$ cat config.mk
export PLATFORM = sky130hd
export DESIGN_NAME = shiftrows_stream_flat
export DESIGN_NICKNAME = d
export VERILOG_FILES = /design/src/rtl/aes_pkg.sv /design/src/rtl/shiftrows_stream_if.sv /design/src/rtl/shiftrows_perm.sv /design/src/rtl/shiftrows_stream.sv /design/src/flat_wrapper.sv
export SDC_FILE = /design/constraint.sdc
export NUM_CORES = 1
export LEC_CHECK = 0
export CAP_MARGIN = 20
export CORE_MARGIN = 5
export CORE_UTILIZATION = 25
export DETAILED_ROUTE_END_ITERATION = 8
export PLACE_DENSITY = 0.43
export SLEW_MARGIN = 20
export SYNTH_ARGS = -nofsm -noshare
export SYNTH_HDL_FRONTEND = slang
export SYNTH_SLANG_ARGS = --single-unit
$ cat constraint.sdc
create_clock -name clk -period 4.1 [get_ports clk]
set_input_delay 0.82 -clock clk [delete_from_list [all_inputs] [get_ports clk]]
set_output_delay 0.82 -clock clk [all_outputs]
set_load 0.02 [all_outputs]
$ cat src/rtl/aes_pkg.sv
// Shared constants and compile-time index helpers for the ShiftRows stage.
// Everything here is evaluated at elaboration; no function reaches the netlist as logic.
package aes_pkg;

    // Bit n set means NB=n is a legal Rijndael block width.
    localparam int NB_LEGAL_MASK = (1 << 4) | (1 << 6) | (1 << 8);

    typedef enum logic [1:0] {
        OCC_EMPTY = 2'd0,
        OCC_ONE   = 2'd1,
        OCC_TWO   = 2'd2
    } occ_e;

    function automatic bit nb_legal(int nb);
        if (nb < 0 || nb > 30) return 1'b0;
        return ((NB_LEGAL_MASK >> nb) & 1) == 1;
    endfunction

    // Row rotation amount; the 256-bit block uses a wider spread on rows 2 and 3.
    function automatic int shift_off(int nb, int r);
        if (nb == 8 && r >= 2) return r + 1;
        return r;
    endfunction

    // LSB of byte (r,c) in a column-major state whose (0,0) byte is the MSB.
    function automatic int byte_lsb(int nb, int r, int c);
        return 32 * nb - 8 - 8 * (4 * c + r);
    endfunction

    function automatic int src_col(int nb, int r, int c, bit inv);
        if (inv) return (c - shift_off(nb, r) + nb) % nb;
        return (c + shift_off(nb, r)) % nb;
    endfunction

endpackage

$ cat src/rtl/shiftrows_stream_if.sv
// Valid/ready bundle for the ShiftRows stage: input side, output side and tag sideband.
// The environment uses the master modport, the stage uses the slave modport.
interface shiftrows_stream_if #(
    parameter int NB    = 4,
    parameter int TAG_W = 4
);
    localparam int W = 32 * NB;

    logic             in_valid;
    logic             in_ready;
    logic [W-1:0]     in_data;
    logic             in_inv;
    logic [TAG_W-1:0] in_tag;

    logic             out_valid;
    logic             out_ready;
    logic [W-1:0]     out_data;
    logic [TAG_W-1:0] out_tag;

    modport master (
        output in_valid, in_data, in_inv, in_tag, out_ready,
        input  in_ready, out_valid, out_data, out_tag
    );

    modport slave (
        input  in_valid, in_data, in_inv, in_tag, out_ready,
        output in_ready, out_valid, out_data, out_tag
    );

endinterface

$ cat src/rtl/shiftrows_perm.sv
// Combinational ShiftRows / InvShiftRows byte permutation, pure wiring plus a 2:1 select.
// Source columns are elaboration constants, so no arithmetic is built on the data.
module shiftrows_perm
    import aes_pkg::*;
#(
    parameter int NB = 4
) (
    input  logic [32*NB-1:0] data_i,
    input  logic             inv_i,
    output logic [32*NB-1:0] data_o
);

    generate
        if (!nb_legal(NB)) begin : g_bad_nb
            $error("shiftrows_perm: NB must be 4, 6 or 8");
        end

        for (genvar r = 0; r < 4; r++) begin : g_row
            for (genvar c = 0; c < NB; c++) begin : g_col
                localparam int DST = byte_lsb(NB, r, c);
                localparam int FWD = byte_lsb(NB, r, src_col(NB, r, c, 1'b0));
                localparam int INV = byte_lsb(NB, r, src_col(NB, r, c, 1'b1));

                assign data_o[DST +: 8] = inv_i ? data_i[INV +: 8] : data_i[FWD +: 8];
            end
        end
    endgenerate

endmodule

$ cat src/rtl/shiftrows_stream.sv
// Registered ShiftRows stage: permutation on entry, then a main register M plus one
// skid register S so the stage streams at full rate under back-pressure.
//
// state     | meaning
// ----------+-----------------------------------------------
// OCC_EMPTY | M and S empty, out_valid=0, in_ready=1
// OCC_ONE   | M holds the head entry, S empty, in_ready=1
// OCC_TWO   | M holds the head, S holds the next, in_ready=0
module shiftrows_stream
    import aes_pkg::*;
#(
    parameter int NB    = 4,
    parameter int TAG_W = 4
) (
    input  logic              clk,
    input  logic              rst_n,
    shiftrows_stream_if.slave bus
);

    localparam int W = 32 * NB;

    occ_e             occ_q;
    occ_e             occ_d;

    logic [W-1:0]     perm_data;
    logic [W-1:0]     m_data_q;
    logic [TAG_W-1:0] m_tag_q;
    logic [W-1:0]     s_data_q;
    logic [TAG_W-1:0] s_tag_q;

    logic             out_valid_c;
    logic             in_ready_c;
    logic             accept;
    logic             leave;
    logic             load_m_in;
    logic             load_m_skid;
    logic             load_s;

    shiftrows_perm #(
        .NB (NB)
    ) u_perm (
        .data_i (bus.in_data),
        .inv_i  (bus.in_inv),
        .data_o (perm_data)
    );

    always_ff @(posedge clk) begin
        if (!rst_n) begin
            occ_q <= OCC_EMPTY;
        end else begin
            occ_q <= occ_d;
        end
    end

    always_comb begin
        occ_d = occ_q;
        case (occ_q)
            OCC_EMPTY: begin
                if (accept) occ_d = OCC_ONE;
            end
            OCC_ONE: begin
                if (accept && !leave)      occ_d = OCC_TWO;
                else if (!accept && leave) occ_d = OCC_EMPTY;
            end
            OCC_TWO: begin
                if (leave) occ_d = OCC_ONE;
            end
            default: occ_d = OCC_EMPTY;
        endcase
    end

    // Handshake outputs decode the occupancy register only, so nothing on the
    // input side reaches in_ready or out_valid combinationally.
    always_comb begin
        out_valid_c = 1'b0;
        in_ready_c  = 1'b1;
        case (occ_q)
            OCC_EMPTY: begin
                out_valid_c = 1'b0;
                in_ready_c  = 1'b1;
            end
            OCC_ONE: begin
                out_valid_c = 1'b1;
                in_ready_c  = 1'b1;
            end
            OCC_TWO: begin
                out_valid_c = 1'b1;
                in_ready_c  = 1'b0;
            end
            default: begin
                out_valid_c = 1'b0;
                in_ready_c  = 1'b1;
            end
        endcase
    end

    assign accept = bus.in_valid && in_ready_c;
    assign leave  = out_valid_c && bus.out_ready;

    always_comb begin
        load_m_in   = 1'b0;
        load_m_skid = 1'b0;
        load_s      = 1'b0;
        case (occ_q)
            OCC_EMPTY: load_m_in = accept;
            OCC_ONE: begin
                load_m_in = accept && leave;
                load_s    = accept && !leave;
            end
            OCC_TWO:   load_m_skid = leave;
            default: begin
                load_m_in   = 1'b0;
                load_m_skid = 1'b0;
                load_s      = 1'b0;
            end
        endcase
    end

    always_ff @(posedge clk) begin
        if (!rst_n) begin
            m_data_q <= '0;
            m_tag_q  <= '0;
            s_data_q <= '0;
            s_tag_q  <= '0;
        end else begin
            if (load_m_in) begin
                m_data_q <= perm_data;
                m_tag_q  <= bus.in_tag;
            end else if (load_m_skid) begin
                m_data_q <= s_data_q;
                m_tag_q  <= s_tag_q;
            end
            if (load_s) begin
                s_data_q <= perm_data;
                s_tag_q  <= bus.in_tag;
            end
        end
    end

    assign bus.in_ready  = in_ready_c;
    assign bus.out_valid = out_valid_c;
    assign bus.out_data  = m_data_q;
    assign bus.out_tag   = m_tag_q;

endmodule

$ cat src/flat_wrapper.sv
// flat-port wrapper written by rule: the top's interface ports become plain ports
module shiftrows_stream_flat import aes_pkg::*;
#(
    parameter int NB    = 4,
    parameter int TAG_W = 4
)
  (clk, rst_n, bus_in_valid, bus_in_data, bus_in_inv, bus_in_tag, bus_out_ready, bus_in_ready, bus_out_valid, bus_out_data, bus_out_tag);
  shiftrows_stream_if #(.NB(NB), .TAG_W(TAG_W)) bus_i ();
  input  logic clk;
  input  logic rst_n;
  input wire logic [$bits(bus_i.in_valid)-1:0] bus_in_valid;
  input wire logic [$bits(bus_i.in_data)-1:0] bus_in_data;
  input wire logic [$bits(bus_i.in_inv)-1:0] bus_in_inv;
  input wire logic [$bits(bus_i.in_tag)-1:0] bus_in_tag;
  input wire logic [$bits(bus_i.out_ready)-1:0] bus_out_ready;
  output wire logic [$bits(bus_i.in_ready)-1:0] bus_in_ready;
  output wire logic [$bits(bus_i.out_valid)-1:0] bus_out_valid;
  output wire logic [$bits(bus_i.out_data)-1:0] bus_out_data;
  output wire logic [$bits(bus_i.out_tag)-1:0] bus_out_tag;
  assign bus_i.in_valid = bus_in_valid;
  assign bus_i.in_data = bus_in_data;
  assign bus_i.in_inv = bus_in_inv;
  assign bus_i.in_tag = bus_in_tag;
  assign bus_i.out_ready = bus_out_ready;
  assign bus_in_ready = bus_i.in_ready;
  assign bus_out_valid = bus_i.out_valid;
  assign bus_out_data = bus_i.out_data;
  assign bus_out_tag = bus_i.out_tag;
  shiftrows_stream #(.NB(NB), .TAG_W(TAG_W)) u_core (.clk(clk), .rst_n(rst_n), .bus(bus_i));
endmodule
### Word-level counts from Yosys, hierarchy flattened

Index checks and enable logic that the tools add are counted.

| word-level totals | value |
|---|---|
| memories | 0 |
| bits in read-only memories | 0 |
| bits in writable memories | 0 |
| output and inout port bits | 134 |
| bits in latches | 0 |
| bits of input ports | 137 |
| register bits | 266 |

| operators by class | value |
|---|---|
| div/mod/pow operators | 0 |
| eq/ne operators | 5 |
| shift-type cells | 0 |
| reductions and logical operators | 11 |
| $lt $le $gt $ge | 0 |
| muxes and demuxes | 22 |
| bitwise operators | 0 |
| $add $sub $neg | 0 |
| multiply operators | 0 |

Operators with widths:

| kind | count |
|---|---|
| two-way mux 128 bit | 2 |
| two-way mux 8 bit | 8 |
| two-way mux 2 bit | 4 |
| two-way mux 4 bit | 2 |
| case mux 2 bit (3 select lines) | 1 |
| logical AND 1 bit | 5 |
| two-way mux 1 bit | 4 |
| != test 2 x 1 -> 1 bit (second input constant) | 2 |
| != test 3 x 1 -> 1 bit (second input constant) | 1 |
| AND reduction 3 bit | 1 |
| equality test 2 x 1 -> 1 bit (second input constant) | 1 |
| equality test 2 bit (second input constant) | 1 |
| zero test 1 bit | 2 |
| zero test 2 bit | 1 |
| case mux 1 bit (2 select lines) | 1 |
| nonzero test 2 bit | 1 |
| OR reduction 2 bit | 1 |

### Logic depth before layout (Yosys ltp)

Gate-level depths: netlist of run 1.

| depth | value |
|---|---|
| depth in word-level cells | 8 |
| mapped depth | 8 |

### Hierarchy

Synthesis of run 1 repeated with hierarchy kept, for this count alone.

| unflattened totals | value |
|---|---|
| cells, all modules | 1485 |
| area, all modules | 12874.8 um^2 |

Modules (own cells, without submodules):

| module | instances | cells an instance | sequential area each (um^2) | area an instance (um^2) |
|---|---|---|---|---|
| shiftrows_stream | 1 | 1350 | 5325.1 | 11317.1 |
| shiftrows_perm | 1 | 135 | 0.0 | 1557.7 |

### Worst setup path after synthesis of run 1

Ideal clock, no wire load.

| path | value |
|---|---|
| path type | reg-to-reg |
| from | register u_core.occ_q[0] |
| to | register u_core.m_data_q[104], in the netlist u_core.bus.out_data[104] |
| arrival | 1.854 ns |
| cell stages (with the launch flop) | 9 |
| buffers on the path | 3 |
| slack | 2.161 ns |
| cells stage by stage | dfxtp_1 > inv_1 > ha_1 > nand3_2 > buf_6 > buf_6 > buf_4 > mux2i_1 > a211oi_1 |

| on the way | value |
|---|---|
| longest elaborated chain between the ends | 7 |
| elaborated cells between the ends (all ways) | 13 |
| classes of those cells | 2 x eq/ne; 5 x mux; 6 x reduce/logical |

RTL lines:

| what | line | RTL |
|---|---|---|
| from (decl) | shiftrows_stream.sv:22 | `occ_e occ_q;` |
| from (signal assigned) | shiftrows_stream.sv:49 | `occ_q <= OCC_EMPTY;` |
| from (signal assigned) | shiftrows_stream.sv:51 | `occ_q <= occ_d;` |
| equality test 2 bit / equality test 2 x 1 -> 1 bit (equally long branches) | shiftrows_stream.sv:77 | `case (occ_q)` |
| OR reduction 2 bit (no source line) (*) | -- |  |
| two-way mux 1 bit (*) | shiftrows_stream.sv:77 |  |
| named net bus_out_valid | flat_wrapper.sv:17 | `output wire logic [$bits(bus_i.out_valid)-1:0] bus_out_valid;` |
| logical AND 1 bit (*) | shiftrows_stream.sv:98 | `assign leave = out_valid_c && bus.out_ready;` |
| logical AND 1 bit | shiftrows_stream.sv:107 | `load_m_in = accept && leave;` |
| case mux 1 bit (2 select lines) | shiftrows_stream.sv:104 | `case (occ_q)` |
| two-way mux 128 bit / nonzero test 2 bit (equally long branches) | -- |  |
| to (signal assigned) | shiftrows_stream.sv:127 | `m_data_q <= perm_data;` |
| to (signal assigned) | shiftrows_stream.sv:130 | `m_data_q <= s_data_q;` |
| to (decl) | shiftrows_stream.sv:26 | `logic [W-1:0] m_data_q;` |

Mark *: on every way through the listed nets, which the timed path passes. The rest lies on a longest branch.
A chain may end at the register's enable or synchronous reset.

### Final worst setup path of run 1

| path | value |
|---|---|
| from | register u_core.occ_q[0] |
| to | output port bus_out_valid |

| on the way | value |
|---|---|
| longest elaborated chain between the ends | 3 |
| elaborated cells between the ends (all ways) | 4 |
| classes of those cells | 2 x eq/ne; 1 x mux; 1 x reduce/logical |

RTL lines:

| what | line |
|---|---|
| equality test 2 bit / equality test 2 x 1 -> 1 bit (equally long branches) | shiftrows_stream.sv:77 |
| OR reduction 2 bit (no source line) (*) | -- |
| two-way mux 1 bit (*) | shiftrows_stream.sv:77 |
| to (decl) | flat_wrapper.sv:17 |

Mark *: on every way between the ends. The rest lies on a longest branch, timed or not.

==> results of run 1 <==
[sequential cells by signal, indices dropped and copies added (netlist names)]
signal               count
u_core.bus.out_tag       4
u_core.s_data_q        128
u_core.occ_q             2
u_core.bus.out_data    128
u_core.s_tag_q           4
[Yosys cell counts]
| library cell | instances |
|---|---|
| ha_1 | 4 |
| a211oi_2 | 5 |
| nand3_2 | 1 |
| mux2_1 | 6 |
| o21a_1 | 1 |
| buf_4 | 11 |
| a311oi_1 | 1 |
| and3_1 | 1 |
| nand3_1 | 1 |
| clkbuf_1 | 40 |
| buf_2 | 47 |
| inv_1 | 4 |
| nor3_1 | 1 |
| mux2_2 | 58 |
| nor2b_2 | 1 |
| mux2i_1 | 132 |
| a211oi_1 | 191 |
| nand3b_1 | 1 |
| o21ai_4 | 1 |
| nand2_1 | 137 |
| dfxtp_1 | 266 |
| clkinv_1 | 1 |
| nor2_1 | 198 |
| a21oi_1 | 69 |
| o211ai_1 | 1 |
| o21ai_0 | 1 |
| buf_6 | 8 |
| o31ai_1 | 1 |
| a21oi_2 | 1 |
| or4_1 | 1 |
[power by group through the flow]
stage                     registers [W]  clock network, W  logic (W)
after floorplan                 0.00368                 0    0.00130
after global placement          0.00338                 0    0.00273
after detailed placement        0.00339                 0    0.00275
after CTS                       0.00334           0.00308    0.00276
after global routing            0.00339           0.00318    0.00296
final                           0.00333           0.00296    0.00271
[stage by stage]
step           power, W   util  std cells
3_5_place_dp    0.00613  0.325       1967
5_1_grt         0.00953  0.350       2024
3_3_place_gp    0.00611  0.325       1967
4_1_cts         0.00918  0.350       2024
6_report        0.00900  0.350       2024
2_1_floorplan   0.00498      -       1191
[routing by layer]
metal	GRT usage	wire, um	up-vias
met5	0	27	-
met3	0.0477	2490	35
met4	0.0368	520	4
li1	-	-	4657
met2	0.210	15600	232
met1	0.184	16400	4311
[how the worst max path moves through the flow]
stage	startpoint	endpoint
2_1_floorplan	u_core.occ_q[0]$_SDFFE_PN0P_	u_core.bus.out_data[104]$_SDFFE_PN0P_
3_3_place_gp	bus_out_ready	u_core.bus.out_data[23]$_SDFFE_PN0P_
3_5_place_dp	bus_out_ready	u_core.bus.out_data[81]$_SDFFE_PN0P_
4_1_cts	u_core.occ_q[0]$_SDFFE_PN0P_	bus_out_valid
5_1_grt	u_core.occ_q[0]$_SDFFE_PN0P_	bus_out_valid
6_report	u_core.occ_q[0]$_SDFFE_PN0P_	bus_out_valid
[critical path, stage by stage, from the launching register on]
cell and delay (ns):
dfxtp_1 0.38, inv_1 0.08, ha_1 0.46, clkdlybuf4s50_1 0.70
[placed cells by master (no fill, tap or decap), drive strengths merged, types with 2 or more instances in the layout]
cell,n
clkdlybuf4s50,269
dfxtp,266
nor2,198
a211oi,196
nand2,137
mux2i,132
a21oi,70
mux2,64
clkbuf,53
buf,21
inv,5
ha,4
clkinv,2
nand3,2
o21ai,2
[cell families (layout without fill, tap and decap cells)]
group                    count (synthesis)  after routing  synth area share
AND/OR/NAND/NOR                        342            342             0.117
AO/OA/AOI/OAI                          272            272             0.170
flip-flops                             266            266             0.475
multiplexers                           196            196             0.182
buffers and inverters                  111            352            0.0515
adder cells (fa/ha/maj)                  4              4           0.00447
[final cells by class]
type                       count  share of cell area
multi-input combinational    814               0.344
timing repair buffer         290               0.193
inverter                       5             0.00169
tap                          592              0.0477
clock inverter                 4             0.00306
sequential                   266               0.343
clock buffer                  53              0.0681
==> flow_summary.yaml, run 1 <==
outcome:
  outcome: "complete, no violations"
sta:
  finalHoldViolCount: 0
  layout_setup_ws_ns: 1.14
  setup_viol: 0
  slew_viol_final: 0
  hold_ws_ns: 0.451
  period_needed_ns: 2.96
  skew_ns: 0.00528
  final.period_utilization: 0.723
  totalNegativeSetupSlack_ns: 0
  tightest_slew_ns: 0.858
  rsz0062_at_grt: "false"
  fmax_ghz: 0.338
  slew_headroom: 0.428
synth:
  synth_warnings: 0
  yosysTopAreaCell: "dfxtp_1"
  ys_ff_latch: 266
  synth.cell_area_um2: 11200
  avgSynthCellArea_um2: 9.41
  synth_top_area_frac: 0.475
  seq_area_frac_synth: 0.475
  synthCells: 1191
  synth_area_leaders: "dfxtp_1 (48%), a211oi_1 (13%), mux2i_1 (12%), nor2_1 (6.6%), mux2_2 (5.8%)"
  ys_types: 30
  syn-num-nets: 1332
routing:
  routed_wl_um: 35100
  ant_nets: 0
  wl_per_cell_um: 17.3
  drc_errors: 0
  drt_pass1_iterations: 7
  avgViaCountPerCell: 4.56
  dr.first_iter.drc_count: 474
  vias: 9239
global_route:
  grt_pass1_vias: 9021
  grt_pass1_wl_um: 54400
  grt_max_degree: 113
  antenna_found_initial: 2
  gr-total-overflow: 0
  grt_usage: 0.137
floorplanning:
  num_rows: 77
  start_util: 0.253
  io_pins: 271
  core_um2: 44300
  die_y_um: 222
  die_w_um: 222
  dieArea_um2: 49200
placed_design:
  gp_congestion: 0.725
  portBuffers: 270
  place_area_um2: 14400
  hpwl_um: 22900
  pre_cts_ws_ns: 1.03
worst_setup_path:
  start_kind: "flip-flop"
  critPathArrivalTime_ns: 2.14
  r2r_setup_slack_ns: 1.64
  crit_fanout: 6
  timing.rr.end: "u_core.bus.out_data[81]$_SDFFE_PN0P_"
  worstRegToRegCells: 7
  cp.required_ns: 3.28
  crit_type: "flip-flop to output port"
  r2r_start: "u_core.occ_q[0]$_SDFFE_PN0P_"
  worstSetupEndpointType: "output port"
cts:
  cts_tree: "built"
  cts_root_buffer: "clkbuf_16"
  cts_sinks: 266
  cts_setup_buffers: 0
  insertion_delay_ns: 0.52
  cts_buffers: 34
  hold_buffers: 0
  path_clk_slew_ns: 0.06
  cts_buffer_depth: 3
  cts_resized: 0
  htreeDepth: 2
power:
  vdd_drop_max_uv: 261
  p_int_w: 0.00612
  pwr-share-clk: 0.329
  switchingPower_w: 0.00288
  leakage_nw: 6.03
  p_comb_frac: 0.301
  p_seq_frac: 0.370
  p_sw_frac: 0.320
  powerDensity_nw_per_um2: 580
layout:
  drive_above_1_share: 0.0971
  multiInputGateArea_um2: 5330
  num-nets-final: 1552
  antenna_cells: 0
  fin_area_um2: 15500
  fillers: 4532
  syn2layout_area_growth_pct: 38.5
  register_area_um2: 5330
min_path:
  min_path_type: "flip-flop to flip-flop"
  hold_end: "u_core.s_data_q[11]$_SDFFE_PN0P_"
  holdCritStartpoint: "u_core.s_data_q[11]$_SDFFE_PN0P_"
  holdPathStages: 2
job:
  drv_cap: 0
Note: power is estimated with default switching activity, not from simulation.
==> run 2, diff against run 1 <==
--- a/config.mk
+++ b/config.mk
@@ -9,7 +9,7 @@
 export CORE_MARGIN = 5
 export CORE_UTILIZATION = 25
 export DETAILED_ROUTE_END_ITERATION = 8
-export PLACE_DENSITY = 0.43
+export PLACE_DENSITY = 0.45
 export SLEW_MARGIN = 20
 export SYNTH_ARGS = -nofsm -noshare
 export SYNTH_HDL_FRONTEND = slang
==> constraint.sdc (replaced) <==
create_clock -name clk -period 2.7 [get_ports clk]
set_input_delay 0.54 -clock clk [delete_from_list [all_inputs] [get_ports clk]]
set_output_delay 0.54 -clock clk [all_outputs]
set_load 0.02 [all_outputs]
==> flow_summary.yaml, run 2 (synthesis gave the netlist of run 1 again) <==
global_route:
  met2_usage: 0.212
  grt_pass1_wl_um: 54600
  top_usage_layer: "met2"
  grt_pass1_vias: 8980
  grt_usage: 0.136
  grt_max_degree: 89
  antenna_found_initial: 3
  use_met3: 0.0470
  gr-total-overflow: 0
  grtUsageMet1: 0.181
layout:
  layout_common_cells: "clkdlybuf4s50_1 (267), dfxtp_1 (266), nor2_1 (198)"
  syn2layout_area_growth_pct: 38.7
  fillers: 4481
  num-nets-final: 1553
  drive_above_1_share: 0.101
  layout_commonest_cell: "clkdlybuf4s50_1"
floorplanning:
  num_rows: 77
  die_w_um: 222
  dieArea_um2: 49200
  core_um2: 44300
  start_util: 0.253
  die_y_um: 222
  io_pins: 271
cts:
  path_clk_slew_ns: 0.06
  insertion_delay_ns: 0.56
  cts_setup_buffers: 0
  hold_buffers: 0
  cts_buffers: 31
  cts_root_buffer: "clkbuf_16"
  htreeDepth: 1
  cts_resized: 1
  cts_sinks: 266
  cts_buffer_depth: 3
  cts_tree: "built"
sta:
  totalNegativeSetupSlack_ns: 0
  period_needed_ns: 2.45
  hold_ws_ns: 0.452
  layout_setup_ws_ns: 0.248
  tightest_slew_ns: 0.528
  slew_viol_final: 0
  final.period_utilization: 0.908
  slew_headroom: 0.638
  fmax_ghz: 0.408
  skew_ns: 0.00597
  setup_viol: 0
  rsz0062_at_grt: "false"
  finalHoldViolCount: 0
power:
  vdd_drop_max_uv: 377
  leakage_nw: 6.05
  power_w: 0.0133
  powerDensity_nw_per_um2: 859
worst_setup_path:
  crit_fanout: 6
  r2r_start: "u_core.occ_q[0]$_SDFFE_PN0P_"
  crit_type: "flip-flop to output port"
  r2r_setup_slack_ns: 0.50
  cp.required_ns: 2.16
  start_kind: "flip-flop"
  critPathArrivalTime_ns: 1.91
  timing.rr.end: "u_core.s_data_q[71]$_SDFFE_PN0P_"
  worstSetupEndpointType: "output port"
  worstRegToRegCells: 7
routing:
  drt_pass1_iterations: 4
  drc_errors: 0
  routed_wl_um: 35100
  avgViaCountPerCell: 4.58
  vias: 9295
  ant_nets: 0
  dr.first_iter.drc_count: 412
  wl_per_cell_um: 17.3
min_path:
  hold_end: "u_core.s_data_q[63]$_SDFFE_PN0P_"
  holdCritStartpoint: "u_core.s_data_q[63]$_SDFFE_PN0P_"
  holdPathStages: 2
  min_path_type: "flip-flop to flip-flop"
outcome:
  outcome: "complete, no violations"
placed_design:
  hpwl_um: 23200
  pre_cts_ws_ns: 0.303
  portBuffers: 270
  gp_congestion: 0.749
job:
  drv_cap: 0
run 2: layout make-up:
type	count	area [um^2]	area share
Antenna cell	2	5.00	0.000322
Clock buffer	47	936	0.0602
Clock inverter	9	72.6	0.00467
Inverter	5	26.3	0.00169
Multi-Input combinational cell	814	5330	0.343
Sequential cell	266	5330	0.343
Tap cell	592	741	0.0477
Timing Repair Buffer	294	3110	0.200
run 2: per-stage QoR:
step                      cell area [um^2]  cells  utilization
after global placement               14500   1971        0.328
after floorplan                      11200   1191            -
after detailed placement             14500   1971        0.328
final                                15500   2029        0.351
after CTS                            15500   2027        0.351
after global routing                 15500   2027        0.351
run 2: power breakdown:
part	switching [W]	internal, W
Combinational	0.00225	0.00189
Clock	0.00167	0.00246
Sequential	0.000400	0.00467
Total	0.00433	0.00902
run 2: worst max path at each step:
stage	startpoint	to	cells after the start
after floorplan	u_core.occ_q[0]$_SDFFE_PN0P_	u_core.bus.out_data[104]$_SDFFE_PN0P_	8
after global placement	bus_out_ready	u_core.bus.out_data[97]$_SDFFE_PN0P_	6
after detailed placement	bus_out_ready	u_core.bus.out_data[63]$_SDFFE_PN0P_	6
after CTS	u_core.occ_q[0]$_SDFFE_PN0P_	bus_in_ready	4
after global routing	u_core.occ_q[1]$_SDFFE_PN0P_	bus_out_valid	3
final	u_core.occ_q[0]$_SDFFE_PN0P_	bus_out_valid	3
run 2: critical path, stage by stage, from the launching register on:
cell and delay [ns]:
dfxtp_1 0.38, inv_1 0.08, ha_1 0.46, dlygate4sd2_1 0.43
run 2: metal layers:
layer / vias up / share of wire
met5: - / 0.00071
met4: 4 / 0.020
met3: 51 / 0.075
met2: 236 / 0.44
met1: 4344 / 0.46
li1: 4660 / -
==> run 3, diff against run 2 <==
--- a/config.mk
+++ b/config.mk
@@ -7,9 +7,9 @@
 export LEC_CHECK = 0
 export CAP_MARGIN = 20
 export CORE_MARGIN = 5
-export CORE_UTILIZATION = 25
+export CORE_UTILIZATION = 37
 export DETAILED_ROUTE_END_ITERATION = 8
-export PLACE_DENSITY = 0.45
+export PLACE_DENSITY = 0.62
 export SLEW_MARGIN = 20
 export SYNTH_ARGS = -nofsm -noshare
 export SYNTH_HDL_FRONTEND = slang
==> constraint.sdc (replaced) <==
create_clock -name clk -period 2.7 [get_ports clk]
set_input_delay 0.81 -clock clk [delete_from_list [all_inputs] [get_ports clk]]
set_output_delay 0.81 -clock clk [all_outputs]
set_load 0.02 [all_outputs]
==> flow_summary.yaml, run 3 (synthesis gave the netlist of run 1 again) <==
sta:
  skew_ns: 0.0150
  fmax_ghz: 0.387
  totalNegativeSetupSlack_ns: 0
  rsz0062_at_grt: "false"
  slew_viol_final: 0
  tightest_slew_ns: 0.553
  final.period_utilization: 0.956
  slew_headroom: 0.621
  setup_viol: 0
  period_needed_ns: 2.58
  finalHoldViolCount: 0
min_path:
  min_path_type: "flip-flop to flip-flop"
routing:
  wl_per_cell_um: 16.8
  ant_nets: 0
  routed_wl_um: 30800
  avgViaCountPerCell: 5.05
  drt_pass1_iterations: 4
  vias: 9291
  dr.first_iter.drc_count: 482
  drc_errors: 0
floorplanning:
  num_rows: 63
  start_util: 0.376
  io_pins: 271
  dieArea_um2: 33900
  core_um2: 29800
  die_w_um: 184
  die_y_um: 184
worst_setup_path:
  worstSetupEndpointType: "output port"
  cp.required_ns: 1.89
  crit_type: "flip-flop to output port"
  r2r_setup_slack_ns: 0.56
  crit_fanout: 6
  critPathArrivalTime_ns: 1.77
  start_kind: "flip-flop"
cts:
  cts_buffers: 29
  cts_buffer_depth: 3
  htreeDepth: 1
  path_clk_slew_ns: 0.06
  hold_buffers: 0
  cts_sinks: 266
  cts_tree: "built"
  cts_root_buffer: "clkbuf_16"
  insertion_delay_ns: 0.54
global_route:
  met2_usage: 0.263
  grt_pass1_vias: 8979
  grt_max_degree: 85
  use_met3: 0.0536
  gr-total-overflow: 0
  grtUsageMet1: 0.243
  antenna_found_initial: 0
  grt_pass1_wl_um: 48700
  grt_usage: 0.173
  top_usage_layer: "met2"
power:
  vdd_drop_max_uv: 468
  powerDensity_nw_per_um2: 849
  leakage_nw: 6.11
layout:
  layout_commonest_cell: "clkdlybuf4s50_1"
  fillers: 2763
  syn2layout_area_growth_pct: 37.4
  layout_common_cells: "clkdlybuf4s50_1 (267), dfxtp_1 (266), nor2_1 (198)"
  final_core_util: 0.517
  antenna_cells: 0
  fin_area_um2: 15400
  drive_above_1_share: 0.108
  multiInputGateArea_um2: 5330
  register_area_um2: 5330
  num-nets-final: 1569
outcome:
  outcome: "complete, no violations"
placed_design:
  place_area_um2: 14500
  hpwl_um: 21200
  portBuffers: 270
  gp_congestion: 0.781
job:
  drv_cap: 0
-- run 3: changes by cell type in the layout (fill, tap and decap cells not counted), sizes merged, moves of 2 or more --
cell	before	now
clkinv	7	5
clkbuf	47	44
buf	25	43
diode	2	0
-- run 3: report_power, final --
part	total (W)	leakage [nW]	switching [W]	internal (W)
logic	0.00420	3.47	0.00224	0.00196
registers	0.00507	2.18	0.000401	0.00467
clock network	0.00380	0.456	0.00154	0.00226
-- run 3: worst max-delay path, cell delays in order, from the launching register on --
cell	delay [ns]
dfxtp_1	0.38
inv_1	0.08
ha_1	0.30
inv_1	0.09
dlygate4sd2_1	0.38
-- run 3: layout make-up --
class                   instances  area share
multi-input cells             814       0.346
clock buffers                  44      0.0554
clock inverters                 8     0.00463
flip-flops and latches        266       0.346
well taps                     390      0.0317
repair buffers                312       0.214
inverters                       5     0.00171
-- run 3: metal layers --
layer,vias up,share of wire
li1,4700,-
met1,4305,0.46
met4,0,0.022
met5,-,0
met3,47,0.077
met2,239,0.44
-- run 3: per-stage QoR --
step	power, W	hold slack, ns	worst slack [ns]	std cells
floorplan	0.00756	0.436	0.761	1191
global placement	0.00932	0.441	0.154	1787
detailed placement	0.00939	0.446	0.0912	1787
CTS	0.0132	0.454	0.0656	1839
global route	0.0138	0.471	0.0191	1839
finish	0.0131	0.451	0.119	1839
-- run 3: what timing repair did --
action	4_1_cts	5_1_grt
buffers inserted	0	0
resized for setup	2	0
endpoints found under the setup margin	2	0
-- run 3: path summary, 6_finish.rpt --
path / from / end / depth (start not counted)
setup / recovery: u_core.occ_q[0]$_SDFFE_PN0P_ / bus_in_ready / 4
hold / removal: u_core.s_data_q[56]$_SDFFE_PN0P_ / u_core.s_data_q[56]$_SDFFE_PN0P_ / 2
setup reg to reg: u_core.occ_q[1]$_SDFFE_PN0P_ / u_core.bus.out_data[50]$_SDFFE_PN0P_ / 8
hold reg to reg: u_core.s_data_q[56]$_SDFFE_PN0P_ / u_core.s_data_q[56]$_SDFFE_PN0P_ / 2
